$ cat src/rtl/calib_seq_ctrl.sv
// HS alternate-calibration burst sequencer for one D-PHY TX lane:
// preamble bytes, one sync byte, then a programmed count of PRBS-9 bytes.
module calib_seq_ctrl #(
    parameter int          PREAMBLE_LEN  = 16,
    parameter logic [7:0]  PREAMBLE_BYTE = 8'hFF,
    parameter logic [7:0]  SYNC_BYTE     = 8'hB8,
    parameter int          LEN_W         = 16
) (
    input  logic             Clk,
    input  logic             TxRst,
    input  logic             Calib_Req,
    input  logic [LEN_W-1:0] Calib_Len,
    input  logic             Calib_Abort,
    input  logic             TxReadyHS,
    input  logic [7:0]       Prbs_Pattern,
    output logic             Prbs_Enable,
    output logic             TxRequestHS,
    output logic [7:0]       TxDataHS,
    output logic             Calib_Busy,
    output logic             Calib_Done,
    output logic             Calib_Aborted,
    output logic [LEN_W-1:0] Byte_Cnt
);

    typedef enum logic [2:0] {
        S_IDLE,
        S_PREAMBLE,
        S_SYNC,
        S_PRBS,
        S_DONE
    } state_t;

    localparam logic [7:0]       PRE_LAST = 8'(PREAMBLE_LEN - 1);
    localparam logic [LEN_W-1:0] ONE      = {{(LEN_W-1){1'b0}}, 1'b1};

    state_t           state, state_nxt;
    logic [7:0]       pre_cnt;
    logic [LEN_W-1:0] len_q;
    logic [LEN_W-1:0] byte_cnt;
    logic [LEN_W-1:0] byte_cnt_inc;
    logic             aborted_q;
    logic             active;
    logic             accept;
    logic             start;

    // Abort takes priority over acceptance, so the byte on the abort cycle is never counted.
    always_comb begin
        active       = (state == S_PREAMBLE) || (state == S_SYNC) || (state == S_PRBS);
        accept       = active && TxReadyHS && !Calib_Abort;
        start        = (state == S_IDLE) && Calib_Req && !Calib_Abort;
        byte_cnt_inc = byte_cnt + ONE;
        state_nxt    = state;
        TxDataHS     = 8'h00;
        Prbs_Enable  = 1'b0;
        case (state)
            S_IDLE: begin
                if (start) state_nxt = S_PREAMBLE;
            end
            S_PREAMBLE: begin
                TxDataHS = PREAMBLE_BYTE;
                if (accept && pre_cnt == PRE_LAST) state_nxt = S_SYNC;
            end
            S_SYNC: begin
                TxDataHS = SYNC_BYTE;
                if (accept) state_nxt = (len_q == '0) ? S_DONE : S_PRBS;
            end
            S_PRBS: begin
                TxDataHS    = Prbs_Pattern;
                Prbs_Enable = accept;
                if (accept && byte_cnt_inc == len_q) state_nxt = S_DONE;
            end
            S_DONE: begin
                state_nxt = S_IDLE;
            end
            default: begin
                state_nxt = S_IDLE;
            end
        endcase
        if (active && Calib_Abort) state_nxt = S_IDLE;
    end

    always_ff @(posedge Clk) begin
        if (TxRst) begin
            state     <= S_IDLE;
            pre_cnt   <= 8'h00;
            len_q     <= '0;
            byte_cnt  <= '0;
            aborted_q <= 1'b0;
        end else begin
            state     <= state_nxt;
            aborted_q <= active && Calib_Abort;
            if (start) begin
                len_q    <= Calib_Len;
                byte_cnt <= '0;
                pre_cnt  <= 8'h00;
            end
            if (accept && state == S_PREAMBLE) pre_cnt <= pre_cnt + 8'h01;
            if (accept && state == S_PRBS) byte_cnt <= byte_cnt_inc;
        end
    end

    assign TxRequestHS   = active;
    assign Calib_Busy    = active;
    assign Calib_Done    = (state == S_DONE);
    assign Calib_Aborted = aborted_q;
    assign Byte_Cnt      = byte_cnt;

endmodule

$ cat config.mk
export PLATFORM = sky130hd
export DESIGN_NAME = calib_seq_ctrl
export DESIGN_NICKNAME = d
export VERILOG_FILES = /design/src/rtl/calib_seq_ctrl.sv
export SDC_FILE = /design/constraint.sdc
export NUM_CORES = 1
export LEC_CHECK = 0
export CAP_MARGIN = 40
export CORE_MARGIN = 3
export CORE_UTILIZATION = 50
export CTS_CLUSTER_DIAMETER = 60
export DETAILED_ROUTE_END_ITERATION = 16
export PLACE_DENSITY_LB_ADDON = 0.08
export SYNTH_ARGS = -nofsm -noshare
export SYNTH_HDL_FRONTEND = slang
export SYNTH_SLANG_ARGS = --single-unit
$ cat constraint.sdc
create_clock -name Clk -period 3.4 [get_ports Clk]
set_clock_uncertainty 0.2 [all_clocks]
set_input_delay 1.02 -clock Clk [delete_from_list [all_inputs] [get_ports Clk]]
set_output_delay 1.02 -clock Clk [all_outputs]
set_load 0.01 [all_outputs]
==> qor.yml, run 1 <==
drc: 0
synth_ff_type: "dfxtp_1"
p_leak_nw: 1.21
worst_ir_drop_vdd_mv: 0.285
yosysTopAreaCellShare_pct: 34.9
synth_commonest_cells: "nand2_1 (47), dfxtp_1 (44), nor2_1 (43)"
ys.warnings.count: 0
cts_root_buf: "clkbuf_8"
finalMaxSlewViolations: 0
reg2reg_slack_ns: 0.82
cts_tree: "done"
slew_headroom_pct: 64.0
place_area_sq_mm: 0.00317
wl_met1_mm: 2.98
clk_pin_slew_ns: 0.08
vias: 2625
cts_max_level: 2
required_ns: 2.18
multi_input_area_sq_mm: 0.00154
synthesis.area_sq_mm: 0.00252
rsz0062_at_grt: "no"
r2r_cells: 8
fin_nets: 428
synth_seq_cells: 44
die-area_sq_mm: 0.00593
initial_core_util_pct: 52.7
cts_setup_buffers: 0
final_cell_area_sq_mm: 0.00326
power.total_mw: 1.11
synth.net_count: 373
core_area_sq_mm: 0.00479
die_h_um: 77.0
wl_per_cell_um: 14.3
place_congestion: 0.867
wl_met3_um: 454
clockBufferDepth: 2
drtAntennaViolNets: 0
dp_hpwl_mm: 4.91
grt_max_degree: 25
async_reset_ff_share_pct: 0
r2r-start: "Byte_Cnt[0]$_SDFFE_PP0P_"
cts.sinks: 44
finalNonFillerCells: 465
grt-ovfl-total: 0
worstHoldPathType: "register to register"
drtPass1Iterations: 4
whs_ns: 0.292
diodes: 0
tns_ns: 0
synth.distinct_cells: 49
top_layer_used: "met4"
routed_wl_mm: 6.63
hold_path_startpoint: "len_q[15]$_SDFFE_PP0P_"
crit_path_end: "TxDataHS[7]"
wl_met2_mm: 3.13
yosys-top-cells-area: "dfxtp_1 (35%), a21oi_1 (7.5%), nand2_1 (7.0%)"
worstSetupEndpointType: "output port"
clk_latency_ns: 0.30
r2r_end: "state[2]$_SDFFE_PP0P_"
dp.cells: 457
yosysTopAreaCell: "dfxtp_1"
syn_avg_cell_area_sq_um: 7.37
cts_buffers: 5
fillers: 435
antenna_found_initial: 0
synth_edf_count: 0
min_period_ns: 3.35
worstPathArrival_ns: 2.13
port_buffers: 57
maxCapViolCount: 0
grt_use_total_pct: 23.1
syn_to_final_growth_pct: 29.3
pre_cts_ws_ns: -0.372
rows: 25
seqCellArea_sq_um: 881
hold_viol_final: 0
startpoint: "Prbs_Pattern[7]"
grt_pass1_vias: 2515
finish.utilization_pct: 68.1
drive_above_1_share_pct: 6.78
powerDensity_mw_per_mm2: 341
die_x_um: 77.0
postCtsHoldBufs: 0
worstMarginPinSlew_ns: 0.539
synth.most_common_cell: "nand2_1"
critical_path_class: "primary input to output port"
cts_resized: 11
synth-seq-area-share_pct: 34.9
clock.fmax_ghz: 0.299
synth_cells: 342
drt_iter0_markers: 194
detail_route.vias_per_cell: 5.65
grt_pass1_wl_mm: 11.3
status: "completed"
fin_ws_ns: 0.0533
finalSetupViolations: 0
crit_fanout: 1
io_pins: 58
start_kind: "primary input"
fin_crit_sh_pct: 98.4
where the power goes:
group	switching, mW	total, mW	internal [mW]	leakage [nW]
clock network	0.179	0.341	0.162	0.0510
registers	0.0170	0.547	0.530	0.356
logic	0.110	0.223	0.113	0.798
registers in the layout (all words and copies together) (netlist names):
signal,flops
state,3
len_q,16
Calib_Aborted,1
Byte_Cnt,16
pre_cnt,8
cells in the final DEF, fill, tap and decap left out, drive strengths merged, types with 7 or more instances in the layout:
cell type,instances
a21oi,38
buf,11
nor3,8
nor2,43
clkdlybuf4s50,51
nor4,9
o21a,7
o21ai,20
nand2,47
nand2b,7
nand3,13
dfxtp,44
xor2,10
xnor2,9
critical path, cell delays in order:
cell and delay [ns]:
clkdlybuf4s50_1 0.45, o21a_1 0.12, clkdlybuf4s50_1 0.53
logic make-up (layout without fill, tap and decap cells):
logic type	count (synthesis)	count (layout)	share of synthesized area (%)
mux	1	1	0.397
simple gates	164	164	32.7
xor+xnor	19	19	6.60
flops	44	44	34.9
fa+ha+maj	2	2	0.992
buf+inv	26	82	4.42
compound gates	86	86	20.0
worst min path at each step:
stage | to | depth (start not counted)
5_1_grt | len_q[1]$_SDFFE_PP0P_ | 2
4_1_cts | len_q[14]$_SDFFE_PP0P_ | 2
2_1_floorplan | len_q[13]$_SDFFE_PP0P_ | 2
3_5_place_dp | len_q[14]$_SDFFE_PP0P_ | 2
6_report | len_q[15]$_SDFFE_PP0P_ | 2
3_3_place_gp | len_q[14]$_SDFFE_PP0P_ | 2
cell type report:
cell class              count  area share (%)
well taps                  67            2.57
inverters                   7           0.806
multi-input cells         272            47.3
flip-flops and latches     44            27.0
repair buffers             67            19.5
clock buffers               6            2.53
clock inverters             2           0.307
routing by layer:
| layer | GRT usage (%) | vias to the layer above |
|---|---|---|
| met5 | 0 | - |
| li1 | - | 1322 |
| met3 | 4.81 | 8 |
| met4 | 9.07 | 0 |
| met1 | 30.3 | 1208 |
| met2 | 37.0 | 87 |
No activity file was read; power rests on OpenSTA's default activity.
==> inputs of run 2 (changes only) <==
--- a/config.mk
+++ b/config.mk
@@ -5,6 +5,7 @@
 export SDC_FILE = /design/constraint.sdc
 export NUM_CORES = 1
 export LEC_CHECK = 0
+export ABC_AREA = 1
 export CAP_MARGIN = 40
 export CORE_MARGIN = 3
 export CORE_UTILIZATION = 50
==> qor.yml, run 2 <==
hold_viol_final: 0  # unchanged
finish.utilization_pct: 70.2  # was 68.1%
mostFrequentLayoutCell: "nand2_1"  # was clkdlybuf4s50_1
grt_use_total_pct: 23.5  # was 23.1%
p_comb_share_pct: 36.7  # was 20.1%
drive_above_1_share_pct: 10.4  # was 6.78%
detail_route.vias_per_cell: 5.17  # was 5.65
yosysTopAreaCellShare_pct: 33.1  # was 34.9%
fillers: 430  # was 435
cts.sinks: 44  # unchanged
grt-ovfl-total: 0  # unchanged
synth_cells: 417  # was 342
rows: 25  # unchanged
synth_edf_count: 0  # unchanged
worstPathArrival_ns: 2.12  # was 2.13 ns
clock.fmax_ghz: 0.299  # about the same
power_frac_clock_pct: 26.7  # was 30.7%
drc: 0  # unchanged
die_h_um: 78.9  # was 77.0 um
fin_crit_sh_pct: 98.4  # about the same
diodes: 0  # unchanged
clk_pin_slew_ns: 0.08  # about the same
postCtsHoldBufs: 0  # unchanged
syn_avg_cell_area_sq_um: 6.37  # was 7.37 sq um
slew_headroom_pct: 50.4  # was 64.0%
ys.warnings.count: 0  # unchanged
worstHoldPathType: "register to register"  # unchanged
fin_nets: 510  # was 428
initial_core_util_pct: 53.8  # was 52.7%
grt_pass1_wl_mm: 11.7  # was 11.3 mm
drtAntennaViolNets: 0  # unchanged
cts_max_level: 2  # unchanged
drt_iter0_markers: 215  # was 194
worstHoldPathCells: 2  # unchanged
dp_hpwl_mm: 5.23  # was 4.91 mm
power.total_mw: 1.63  # was 1.11 mW
synth.net_count: 448  # was 373
vias: 2828  # was 2625
most-common-layout-cells: "nand2_1 (114), clkdlybuf4s50_1 (49), inv_1 (48), dfxtp_1 (44)"  # was clkdlybuf4s50_1 (51), nand2_1 (47), dfxtp_1 (44), nor2_1 (43), a21oi_1 (38)
worstMarginPinSlew_ns: 0.744  # was 0.539 ns
drtPass1Iterations: 4  # unchanged
crit_fanout: 1  # unchanged
crit_chain: "clkdlybuf4s50_1 -> nand2_1 -> nand2_1 -> clkdlybuf4s50_1"  # was clkdlybuf4s50_1 -> o21a_1 -> clkdlybuf4s50_1
seq_power_share_pct: 36.6  # was 49.2%
p_leak_nw: 1.43  # was 1.21 nW
start_kind: "primary input"  # unchanged
p_sw_uw: 553  # was 306 uW
synth_commonest_cells: "nand2_1 (114), inv_1 (48), dfxtp_1 (44)"  # was nand2_1 (47), dfxtp_1 (44), nor2_1 (43)
dp.cells: 539  # was 457
async_reset_ff_share_pct: 0  # unchanged
synth_seq_cells: 44  # unchanged
whs_endpoint: "pre_cnt[3]$_SDFFE_PP0P_"  # was len_q[15]$_SDFFE_PP0P_
yosys-top-cells-area: "dfxtp_1 (33%), nand2_1 (16%), a21oi_1 (7.2%)"  # was dfxtp_1 (35%), a21oi_1 (7.5%), nand2_1 (7.0%)
finalNonFillerCells: 547  # was 465
grt_pass1_vias: 2634  # was 2515
core_area_sq_mm: 0.00494  # was 0.00479 sq mm
clk_latency_ns: 0.30  # about the same
worst_ir_drop_vdd_mv: 0.363  # was 0.285 mV
antenna_found_initial: 0  # unchanged
critical_path_class: "primary input to output port"  # unchanged
min_period_ns: 3.34  # was 3.35 ns
cts_tree: "done"  # unchanged
syn_to_final_growth_pct: 30.6  # was 29.3%
die_x_um: 78.9  # was 77.0 um
status: "completed"  # unchanged
die-area_sq_mm: 0.00623  # was 0.00593 sq mm
finalMaxSlewViolations: 0  # unchanged
synth.most_common_cell: "nand2_1"  # unchanged
r2r_end: "state[0]$_SDFFE_PP0P_"  # was state[2]$_SDFFE_PP0P_
hold_path_startpoint: "pre_cnt[3]$_SDFFE_PP0P_"  # was len_q[15]$_SDFFE_PP0P_
wl_per_cell_um: 12.6  # was 14.3 um
cts_buffers: 5  # unchanged
synthesis.area_sq_mm: 0.00266  # was 0.00252 sq mm
yosysTopAreaCell: "dfxtp_1"  # unchanged
grt_max_degree: 24  # was 25
power.share.switching_pct: 34.0  # was 27.6%
routed_wl_mm: 6.90  # was 6.63 mm
required_ns: 2.18  # about the same
reg2reg_slack_ns: 1.07  # was 0.82 ns
place_congestion: 0.872  # was 0.867
r2r_cells: 14  # was 8
synth-seq-area-share_pct: 33.1  # was 34.9%
synth.distinct_cells: 31  # was 49
worstSetupEndpointType: "output port"  # unchanged
intPower_mw: 1.08  # was 805 uW
cts_setup_buffers: 0  # unchanged
powerDensity_mw_per_mm2: 470  # was 341 mW/mm^2
maxCapViolCount: 0  # unchanged
r2r-start: "Byte_Cnt[0]$_SDFFE_PP0P_"  # unchanged
clockBufferDepth: 2  # unchanged
rsz0062_at_grt: "no"  # unchanged
port_buffers: 57  # unchanged
io_pins: 58  # unchanged
slowest_stage: "clkdlybuf4s50_1"  # unchanged
cts_root_buf: "clkbuf_8"  # unchanged
critical-path-max-stage-delay_ns: 0.53  # about the same
finalSetupViolations: 0  # unchanged
synth_ff_type: "dfxtp_1"  # unchanged
run 2: worst max path at each step:
stage | endpoint | cells past startpoint | slack (ns) | start
final | TxDataHS[7] | 4 | 0.06 | Prbs_Pattern[7]
after global routing | Prbs_Enable | 6 | 0.04 | TxReadyHS
after CTS | TxDataHS[2] | 4 | 0.01 | Prbs_Pattern[2]
after detailed placement | Prbs_Enable | 6 | -0.17 | TxReadyHS
after global placement | Prbs_Enable | 6 | -0.15 | TxReadyHS
after floorplan | Prbs_Enable | 5 | 0.47 | TxReadyHS
run 2: metal layers:
layer | global-route usage, % | part of all wire (%) | routed length [um]
met5 | 0 | 0 | 0
met3 | 5.44 | 6.1 | 424
met1 | 28.1 | 45 | 3080
met4 | 6.70 | 0.88 | 61
met2 | 41.9 | 48 | 3330
run 2: final cells by class:
class                      count  area, sq um  share of cell area, %
clock buffer                   7         96.3                   2.78
timing repair buffer          64          639                   18.4
multi-input combinational    307         1530                   44.0
clock inverter                 1         30.0                  0.865
inverter                      57          214                   6.16
sequential                    44          881                   25.4
tap                           67         83.8                   2.42
run 2: cell families (layout without fill, tap and decap cells):
family                     count (synthesis)  in the layout  synth area share (%)
buffers and inverters                     66            129                  9.51
xor gates and xnor gates                   3              3                 0.989
DFF                                       44             44                  33.1
and+or+nand+nor                          232            232                  41.1
AOI/OAI and AO/OA                         70             70                  14.3
adders and majority gates                  2              2                 0.941
run 2: power groups by stage:
stage | Combinational [mW] | Sequential, mW | Clock [mW]
floorplan | 0.377 | 0.600 | 0
global placement | 0.605 | 0.607 | 0
detailed placement | 0.611 | 0.608 | 0
CTS | 0.615 | 0.597 | 0.446
global route | 0.674 | 0.603 | 0.473
finish | 0.598 | 0.597 | 0.435
run 2: per-stage QoR:
stage | TNS, ns | hold slack, ns | setup WS, ns | area, sq um
2_1_floorplan | 0 | 0.235 | 0.475 | 2660
3_3_place_gp | -0.154 | 0.265 | -0.154 | 3330
3_5_place_dp | -0.168 | 0.262 | -0.168 | 3330
4_1_cts | 0 | 0.283 | 0.0147 | 3450
5_1_grt | 0 | 0.305 | 0.0353 | 3470
6_report | 0 | 0.285 | 0.0554 | 3470
run 2: what timing repair did:
item	in CTS	in global routing
resized for setup	1	8
pin swaps	0	0
gates cloned	0	0
setup endpoints to repair	1	8
run 2: critical path, delay by kind of cell:
family	cells	cell delay (ns)
simple gates	2	0.12
buf+inv	2	0.98
==> inputs of run 3 (changes only) <==
--- a/config.mk
+++ b/config.mk
@@ -6,6 +6,7 @@
 export NUM_CORES = 1
 export LEC_CHECK = 0
 export ABC_AREA = 1
+export ABC_CLOCK_PERIOD_IN_PS = 3740
 export CAP_MARGIN = 40
 export CORE_MARGIN = 3
 export CORE_UTILIZATION = 50
==> constraint.sdc (replaced) <==
create_clock -name Clk -period 3.74 [get_ports Clk]
set_clock_uncertainty 0.2 [all_clocks]
set_input_delay 1.122 -clock Clk [delete_from_list [all_inputs] [get_ports Clk]]
set_output_delay 1.122 -clock Clk [all_outputs]
set_load 0.01 [all_outputs]
==> qor.yml, run 3 (synthesis results as in run 2) <==
place_congestion: 0.880  # was 0.872
die_h_um: 78.9  # unchanged
r2r-start: "Byte_Cnt[0]$_SDFFE_PP0P_"  # unchanged
diodes: 0  # unchanged
antenna_found_initial: 0  # unchanged
required_ns: 2.42  # was 2.18 ns
initial_core_util_pct: 53.8  # unchanged
slew_headroom_pct: 48.9  # was 50.4%
drc: 0  # unchanged
grt_pass1_vias: 2728  # was 2634
seqCellArea_sq_um: 881  # unchanged
postCtsHoldBufs: 0  # unchanged
crit_chain: "clkdlybuf4s50_1 -> nor2_1 -> nor2_1 -> clkdlybuf4s50_1"  # was clkdlybuf4s50_1 -> nand2_1 -> nand2_1 -> clkdlybuf4s50_1
worstMarginPinSlew_ns: 0.766  # was 0.744 ns
slowest_stage: "clkdlybuf4s50_1"  # unchanged
finalSetupViolations: 0  # unchanged
detail_route.vias_per_cell: 5.26  # was 5.17
drive_above_1_share_pct: 9.83  # was 10.4%
crit_fanout: 1  # unchanged
crit_family: "buffers and inverters"  # unchanged
p_sw_uw: 510  # was 553 uW
start_kind: "primary input"  # unchanged
grt_max_degree: 30  # was 24
fin_crit_sh_pct: 96.2
cts_tree: "done"  # unchanged
most-common-layout-cells: "nand2_1 (114), clkdlybuf4s50_1 (56), inv_1 (48), dfxtp_1 (44)"  # was nand2_1 (114), clkdlybuf4s50_1 (49), inv_1 (48), dfxtp_1 (44)
powerDensity_mw_per_mm2: 418  # was 470 mW/mm^2
startpoint: "Prbs_Pattern[6]"  # was Prbs_Pattern[7]
cts_setup_buffers: 0  # unchanged
routed_wl_mm: 6.99  # was 6.90 mm
critical-path-max-stage-delay_ns: 0.54  # was 0.53 ns
final_cell_area_sq_mm: 0.00341  # was 0.00347 sq mm
multi_input_area_sq_mm: 0.00152  # was 0.00153 sq mm
syn_to_final_growth_pct: 28.4  # was 30.6%
hold_viol_final: 0  # unchanged
drtAntennaViolNets: 0  # unchanged
clockBufferDepth: 2  # unchanged
p_leak_nw: 1.31  # was 1.43 nW
finish.utilization_pct: 69.1  # was 70.2%
status: "completed"  # unchanged
min_period_ns: 3.60
die_x_um: 78.9  # unchanged
maxCapViolCount: 0  # unchanged
power.total_mw: 1.43  # was 1.63 mW
intPower_uw: 915  # was 1.08 mW
mostFrequentLayoutCell: "nand2_1"  # unchanged
drtPass1Iterations: 6  # was 4
drt_iter0_markers: 147  # was 215
vias: 2864  # was 2828
worstHoldPathType: "register to register"  # unchanged
die-area_sq_mm: 0.00623  # unchanged
fillers: 451  # was 430
tns_ns: 0  # unchanged
cts.sinks: 44  # unchanged
clk_latency_ns: 0.30  # about the same
finalNonFillerCells: 545  # was 547
grt_use_total_pct: 23.7  # was 23.5%
port_buffers: 57  # unchanged
cts_max_level: 2  # unchanged
rsz0062_at_grt: "no"  # unchanged
hold_path_startpoint: "pre_cnt[7]$_SDFFE_PP0P_"  # was pre_cnt[3]$_SDFFE_PP0P_
clk_pin_slew_ns: 0.08  # about the same
clock.fmax_ghz: 0.278
critical_path_class: "primary input to output port"  # unchanged
rows: 25  # unchanged
power.share.switching_pct: 35.8  # was 34.0%
wl_per_cell_um: 12.8  # was 12.6 um
cts_buffers: 5  # unchanged
grt-ovfl-total: 0  # unchanged
grt_pass1_wl_mm: 11.8  # was 11.7 mm
seq_power_share_pct: 38.1  # was 36.6%
cts_root_buf: "clkbuf_8"  # unchanged
path_buf_inv: 2  # unchanged
worstPathArrival_ns: 2.28  # was 2.12 ns
core_area_sq_mm: 0.00494  # unchanged
place_area_sq_mm: 0.00332  # was 0.00333 sq mm
fin_nets: 509  # was 510
finalMaxSlewViolations: 0  # unchanged
p_comb_share_pct: 39.0  # was 36.7%
worst_ir_drop_vdd_mv: 0.319  # was 0.363 mV
dp.cells: 538  # was 539
power_frac_clock_pct: 22.9  # was 26.7%
io_pins: 58  # unchanged
dp_hpwl_mm: 5.24  # was 5.23 mm
worstSetupEndpointType: "output port"  # unchanged
-- run 3: cell types whose count changed in the layout (fill, tap and decap cells not counted), sizes merged --
cell | previous run | this run
dlymetal6s2s | 7 | 0
bufinv | 1 | 0
buf | 7 | 6
clkdlybuf4s50 | 49 | 56
-- run 3: layout make-up --
cell class	instances	share of cell area, %
flip-flops and latches	44	25.8
well taps	67	2.46
inverters	57	6.27
multi-input cells	307	44.6
clock buffers	7	2.82
repair buffers	63	18.0
-- run 3: path summary, 6_finish.rpt --
check	endpoint	slack [ns]	depth (start not counted)
worst max register to register	state[0]$_SDFFE_PP0P_	1.41	14
worst min-delay path	pre_cnt[7]$_SDFFE_PP0P_	0.28	1
worst min register to register	pre_cnt[7]$_SDFFE_PP0P_	0.28	1
worst max-delay path	TxDataHS[6]	0.14	4
-- run 3: what timing repair did --
action | 4_1_cts | 5_1_grt
setup endpoints to repair | 1 | 0
endpoints found under the hold margin | 0 | 0
gates resized for setup | 1 | 0
-- run 3: worst reg2reg max path: cells and delay by family (launching register included) --
kind	cells	cell delay, ns
simple gates	11	1.26
flops	1	0.46
buf+inv	2	0.08
fa+ha+maj	1	0.24
-- run 3: per-stage QoR --
step	hold WS (ns)	setup WS (ns)
after global routing	0.304	0.0765
after CTS	0.278	0.146
after global placement	0.259	-0.0216
final	0.278	0.143
after floorplan	0.235	0.611
after detailed placement	0.258	-0.0285
-- run 3: per-layer routing --
layer  up-vias  track usage, %  share of wire, %
met1      1295            27.9                45
met5         -               0                 0
met2        81            41.5                48
li1       1476               -                 -
met4         0            9.97               1.5
met3        12            4.99               5.1
-- run 3: power by group through the flow --
stage,logic [mW],clock network (mW),registers [mW]
detailed placement,0.557,0,0.554
global placement,0.547,0,0.552
finish,0.555,0.326,0.544
global route,0.621,0.347,0.550
floorplan,0.343,0,0.545
CTS,0.561,0.332,0.543
